File: src/rtl/reserved_entry_gate.sv
// -----------------------------------------------------------------------------
// reserved_entry_gate
//
// Purpose: entry barrier controller for a reserved car park. Each flat
// 0..N owns one reserved slot. The block accepts a flat number from the
// reader and checks it against the occupancy map. A flat whose slot is
// free is admitted: its slot is marked occupied and the barrier opens for
// GATE_CYC cycles. An occupied slot or an out-of-range flat is rejected.
// The exit stage reports departing vehicles, which free their slot again.
//
// Ports:
//   clk, rst              single clock; synchronous active-high reset
//   req_valid/req_flat    entry request; req_ready is high only in IDLE
//   exit_valid/exit_flat  one-cycle exit notification
//   resp_valid/resp_code  one-cycle decision pulse
//                         (00 admit, 01 occupied, 10 flat > N)
//   gate_open             barrier drive, high for GATE_CYC cycles per admit
//   occupancy             bit k set while flat k's slot is taken
//   free_cnt              number of free slots (N+1 - popcount(occupancy))
//   exit_err              one-cycle pulse for an exit of an empty slot or flat > N
// -----------------------------------------------------------------------------
module reserved_entry_gate #(
    parameter int N        = 15,
    parameter int FW       = 4,
    parameter int GATE_CYC = 8
) (
    input  logic          clk,
    input  logic          rst,
    input  logic          req_valid,
    input  logic [FW-1:0] req_flat,
    output logic          req_ready,
    input  logic          exit_valid,
    input  logic [FW-1:0] exit_flat,
    output logic          resp_valid,
    output logic [1:0]    resp_code,
    output logic          gate_open,
    output logic [N:0]    occupancy,
    output logic [FW:0]   free_cnt,
    output logic          exit_err
);

    localparam int CW   = (GATE_CYC > 1) ? $clog2(GATE_CYC) : 1;
    localparam int CNTW = FW + 1;

    typedef enum logic [1:0] {IDLE, CHECK, OPEN, REJECT} state_t;

    state_t          state_q, state_d;
    logic [FW-1:0]   flat_q, flat_d;
    logic [CW-1:0]   cnt_q, cnt_d;
    logic [N:0]      occupancy_q, occupancy_d;
    logic [CNTW-1:0] free_cnt_q, free_cnt_d;
    logic            resp_valid_q, resp_valid_d;
    logic [1:0]      resp_code_q, resp_code_d;
    logic            exit_err_q, exit_err_d;

    logic            set_en;
    logic [N:0]      flat_dec;
    logic [N:0]      exit_dec;
    logic [N:0]      set_vec;
    logic [N:0]      clr_vec;
    logic            flat_in_range;
    logic            flat_hit;
    logic            exit_ok;

    // One-hot decodes of the registered request flat and the exit flat.
    // A flat above N matches no bit, so "no bit set" means out of range.
    for (genvar gi = 0; gi <= N; gi++) begin : g_dec
        assign flat_dec[gi] = (flat_q == FW'(gi));
        assign exit_dec[gi] = (exit_flat == FW'(gi));
    end

    assign flat_in_range = |flat_dec;
    assign flat_hit      = |(flat_dec & occupancy_q);

    // Request FSM
    always_comb begin
        state_d     = state_q;
        flat_d      = flat_q;
        cnt_d       = cnt_q;
        resp_valid_d = 1'b0;
        resp_code_d = resp_code_q;
        set_en      = 1'b0;
        case (state_q)
            IDLE: begin
                if (req_valid) begin
                    flat_d  = req_flat;
                    state_d = CHECK;
                end
            end
            CHECK: begin
                // Decision uses occupancy as it stood at the start of this
                // cycle, so a simultaneous exit of the same flat still rejects.
                resp_valid_d = 1'b1;
                if (!flat_in_range) begin
                    resp_code_d = 2'b10;
                    state_d     = REJECT;
                end else if (flat_hit) begin
                    resp_code_d = 2'b01;
                    state_d     = REJECT;
                end else begin
                    resp_code_d = 2'b00;
                    set_en      = 1'b1;
                    cnt_d       = CW'(GATE_CYC - 1);
                    state_d     = OPEN;
                end
            end
            OPEN: begin
                if (cnt_q == '0) begin
                    state_d = IDLE;
                end else begin
                    cnt_d = cnt_q - 1'b1;
                end
            end
            REJECT: begin
                state_d = IDLE;
            end
            default: begin
                state_d = IDLE;
            end
        endcase
    end

    // Occupancy and free counter. Only occupied bits can be cleared and only
    // free bits can be set, so set and clear never hit the same bit. An exit
    // naming the slot being admitted on this same edge is treated as a clear
    // that loses to the set: it is not an error and leaves the bit set.
    always_comb begin
        set_vec     = set_en ? flat_dec : '0;
        clr_vec     = exit_valid ? (exit_dec & occupancy_q) : '0;
        exit_ok     = |(exit_dec & (occupancy_q | set_vec));
        exit_err_d  = exit_valid & ~exit_ok;
        occupancy_d = (occupancy_q & ~clr_vec) | set_vec;
        free_cnt_d  = free_cnt_q + CNTW'(|clr_vec) - CNTW'(|set_vec);
    end

    always_ff @(posedge clk) begin
        if (rst) begin
            state_q      <= IDLE;
            flat_q       <= '0;
            cnt_q        <= '0;
            occupancy_q  <= '0;
            free_cnt_q   <= CNTW'(N + 1);
            resp_valid_q <= 1'b0;
            resp_code_q  <= 2'b00;
            exit_err_q   <= 1'b0;
        end else begin
            state_q      <= state_d;
            flat_q       <= flat_d;
            cnt_q        <= cnt_d;
            occupancy_q  <= occupancy_d;
            free_cnt_q   <= free_cnt_d;
            resp_valid_q <= resp_valid_d;
            resp_code_q  <= resp_code_d;
            exit_err_q   <= exit_err_d;
        end
    end

    assign req_ready  = (state_q == IDLE);
    assign gate_open  = (state_q == OPEN);
    assign resp_valid = resp_valid_q;
    assign resp_code  = resp_code_q;
    assign occupancy  = occupancy_q;
    assign free_cnt   = free_cnt_q;
    assign exit_err   = exit_err_q;

endmodule

File: config.mk
export PLATFORM = sky130hd
export DESIGN_NAME = reserved_entry_gate
export DESIGN_NICKNAME = d
export VERILOG_FILES = /design/src/rtl/reserved_entry_gate.sv
export SDC_FILE = /design/constraint.sdc
export NUM_CORES = 1
export LEC_CHECK = 0
export ABC_AREA = 1
export CORE_UTILIZATION = 45
export CTS_CLUSTER_SIZE = 40
export DETAILED_ROUTE_END_ITERATION = 8
export PLACE_DENSITY = 0.7
export SETUP_SLACK_MARGIN = 0.3
export SLEW_MARGIN = 20
export SYNTH_ARGS = -nofsm -noshare
export SYNTH_HDL_FRONTEND = slang
export SYNTH_SLANG_ARGS = --single-unit
File: constraint.sdc
create_clock -name clk -period 2.7 [get_ports clk]
set_input_delay 0.54 -clock clk [delete_from_list [all_inputs] [get_ports clk]]
set_output_delay 0.54 -clock clk [all_outputs]
set_load 0.01 [all_outputs]
==> summary.md, run 1 <==
| Metric | Value |
|---|---|
| Final Setup Violations | 0 |
| Top cell type's share of synthesized area | about a third |
| Share of the clock period used by the worst path | 98.5% |
| Post-placement cell area | 2760 um2 |
| Cells after synthesis | 336 |
| WP depth | 21 |
| Leak pwr | 1.61 nW |
| Top cells by count, synth | nand2_1 (69), inv_1 (60), nor2_1 (53), dfxtp_1 (34), o21ai_0 (25) |
| Top-level I/O count | 39 |
| GRT Total Usage | 30.6% |
| Worst EP required | 2.90 ns |
| Warnings from Yosys | 0 |
| Final instance area | approximately 3500 um2 |
| Largest net degree at the start of global routing | 20 |
| Cells after DPL | 448 |
| FP Rows | 24 |
| Synth top area cells | dfxtp_1 (33%), nand2_1 (12%), inv_1 (11%), nor2_1 (9.5%), o21ai_0 (6.0%) |
| Seq/Total Area, Yosys | about a third |
| Inserted Clock Buffers | 5 |
| Reg2reg start | flat_q[1] |
| Met3 Usage GRT | 6.06% |
| Synthesis-to-finish area growth | 68.4% |
| Die width | roughly 70 um |
| Critical Path Most Common Cell | nand2_2 |
| EDFF count, synth | 0 |
| Mapped Area | 2090 um2 |
| FFs w/ async S/R, synth | 0% |
| Busiest grt layer | met2 |
| # port buffers | 38 |
| R2R setup slack | 0.13 ns |
| Worst Tran Pin Value | 0.306 ns |
| CTS tree | built |
| RD Place Congestion | 1.00 |
| Min-delay src | resp_code[1] |
| GRT overflow | 0 |
| Slowest-stage cell, CP | fa_2 |
| Max incr delay on CP | ~0.34 ns |
| Slew HR | 79.5% |
| Peak Freq | approximately 380 MHz |
| Clock Skew | roughly 0.012 ns |
| Drt first pass iters | 6 |
| Syn Nets | between 300 and 400 |
| Type of origin of the critical path | input port |
| HPWL Detailed | 4720 um |
| Final nets | 454 |
| DRT iter0 DRCs | 306 |
| TritonCTS sink count | 34 |
| Crit path max fanout | 3 |
| DRT Wirelength | 8140 um |
| Final cell count without fillers | 486 |
| Synth area leader | dfxtp_1 |
| Vias in the first global route | 2547 |
| Max Cap Viol | 0 |
| Die H | 70.2 um |
| Critical path arrival | 2.86 ns |
| Vias/cell | 5.68 |
| Fin. max-slew vios | 0 |
| WL/cell | roughly 17 um |
| Count leader, synth | nand2_1 |
| Maximum buffer depth of the clock tree | 2 |
| ANT cells | 0 |
| Cells on worst reg2reg path | 18 |
| RSZ-0062 raised after global routing | yes |
| Crit path to | free_cnt[4] |
| Share of cells above drive strength 1 | 35.0% |
| Vias | 2761 |
| First-pass GRT wire length | 11800 um |
| Initial core utilization | 47.4% |
| Status | complete, no violations |
| Critical Path Sink Type | flop |
| Post-DRT Antenna Nets | 0 |
| Met2 Usage GRT | 50.1% |
| Post-synthesis register bit count | 34 |
| Insertion delay to the later sink of the worst-skew pair | 0.30 ns |
| Die area | approximately 4900 um2 |
| Core area | around 4400 um2 |
| Antenna violations before repair | 0 |
| Clk pin slew, worst setup/hold paths | about 0.08 ns |
| Worst vdd ir | 0.000439 V |
| Mapped Avg Cell Area | 6.22 um2 |
| H-tree Lvls | 2 |
| Final hold vios | 0 |
| Crit path max-delay family | simple AND/OR/NAND/NOR gates |
| Final Util | 79.8% |
| Worst setup path class | in2reg |
| CP cell instances | buf_8 > buf_6 > nor2_4 > inv_4 > nor2_4 > nand2_2 > nand2_2 > nor2_2 > nand2_2 > o21ai_2 > inv_1 > nor2_2 > ha_4 > inv_4 > ha_4 > inv_2 > fa_2 > o21ai_2 > a21oi_2 > a21oi_1 > o21ai_1 |
| Residual DRC | 0 |
| Crit path launch | exit_flat[2] |
| Hold Path Class | reg2reg |
| Minimum hold slack | 0.446 ns |
| Worst R2R End | free_cnt[4] |
| Root Driver | clkbuf_8 |
| Met1 GRT Util | 36.8% |
| Dominant synthesized flop cell | dfxtp_1 |
| Post-route minimum period | 2.66 ns |
| Pwr Density | a little under 500 nW/um2 |
| Buf/Inv on CP | 6 |
| # hold bufs at CTS | 0 |
| Hold depth | 2 |
| Synth cell types | 27 |
==> cell usage in the layout, fill, tap and decap left out, types with 9 or more instances in the layout <==
cell,n
a21oi_1,19
buf_4,36
buf_6,24
clkdlybuf4s50_1,33
dfxtp_1,30
inv_1,47
inv_2,9
nand2_1,51
nand2_2,14
nand3_1,19
nand4_1,13
nor2_1,31
nor2_2,14
nor2_4,10
o21ai_0,19
==> cells by family (layout without fill, tap and decap cells) <==
logic type | Yosys count | in the layout | share of synthesized area (%)
DFF | 34 | 34 | 32.6
buffers and inverters | 68 | 166 | 12.7
xor gates and xnor gates | 1 | 1 | 0.419
AOI/OAI and AO/OA | 54 | 54 | 13.5
adders and majority gates | 8 | 8 | 5.15
and+or+nand+nor | 171 | 171 | 35.7
==> cell type report <==
type | count | area (um2)
inverter | 61 | 241
fill | 294 | 893
clock inverter | 1 | 30.0
sequential | 34 | 693
multi-input combinational | 234 | 1460
timing repair buffer | 98 | 950
clock buffer | 6 | 82.6
tap | 52 | 65.1
==> per-layer routing <==
metal / part of all wire [%] / wire [um]
met1: 38 / 3080
met2: 49 / 3950
met3: 6.7 / 549
met4: 6.8 / 557
met5: 0 / 0
==> registers in the layout (all words and copies together), names as in the netlist <==
name,flops
cnt_q,3
exit_err,1
flat_q,4
free_cnt,5
occupancy,16
resp_code,2
resp_valid,1
state_q,2
==> how the worst min path moves through the flow <==
stage / endpoint / slack [ns]
detailed placement: resp_code[1] / 0.44
global route: resp_code[1] / 0.48
finish: resp_code[1] / 0.45
global placement: resp_code[1] / 0.43
floorplan: cnt_q[0] / 0.43
CTS: resp_code[1] / 0.45
==> stage by stage <==
stage               worst slack [ns]  total power [W]  setup TNS (ns)
finish                        0.0394          0.00169               0
global route                 -0.0566          0.00177          -0.110
CTS                           0.0644          0.00159               0
detailed placement            -0.698          0.00106           -2.14
global placement              -0.664          0.00105           -2.09
floorplan                      0.169         0.000872               0
==> worst reg2reg max path: stages, from the launching register on <==
cell	delay, ns
dfxtp_4	0.39
inv_1	0.07
nor2_2	0.24
nand3_1	0.15
nand2_1	0.08
nor2_1	0.05
nand2_2	0.09
nor2_4	0.05
nand2_2	0.07
inv_2	0.05
ha_4	0.24
inv_4	0.06
ha_4	0.13
inv_2	0.04
fa_2	0.34
o21ai_2	0.15
a21oi_2	0.08
a21oi_1	0.13
o21ai_1	0.07
==> what timing repair did <==
item / in CTS / in global routing
gates resized for setup: 69 / 68
pin swaps: 23 / 35
cloned: 0 / 0
setup buffers: 27 / 4
setup endpoints to repair: 5 / 6
==> power by group <==
| part | switching, W | leakage (nW) | internal, W |
|---|---|---|---|
| logic | 0.000329 | 1.27 | 0.000267 |
| clock network | 0.000200 | 0.0573 | 0.000295 |
| registers | 0.0000496 | 0.280 | 0.000553 |
No activity file was read; power rests on OpenSTA's default activity.
==> inputs of run 2 (changes only) <==
--- a/config.mk
+++ b/config.mk
@@ -6,6 +6,7 @@
 export NUM_CORES = 1
 export LEC_CHECK = 0
 export ABC_AREA = 1
+export CAP_MARGIN = 20
 export CORE_UTILIZATION = 45
 export CTS_CLUSTER_SIZE = 40
 export DETAILED_ROUTE_END_ITERATION = 8
==> results of run 2 <==
Same layout as run 1: the final DEF is identical, and so are final timing and power.
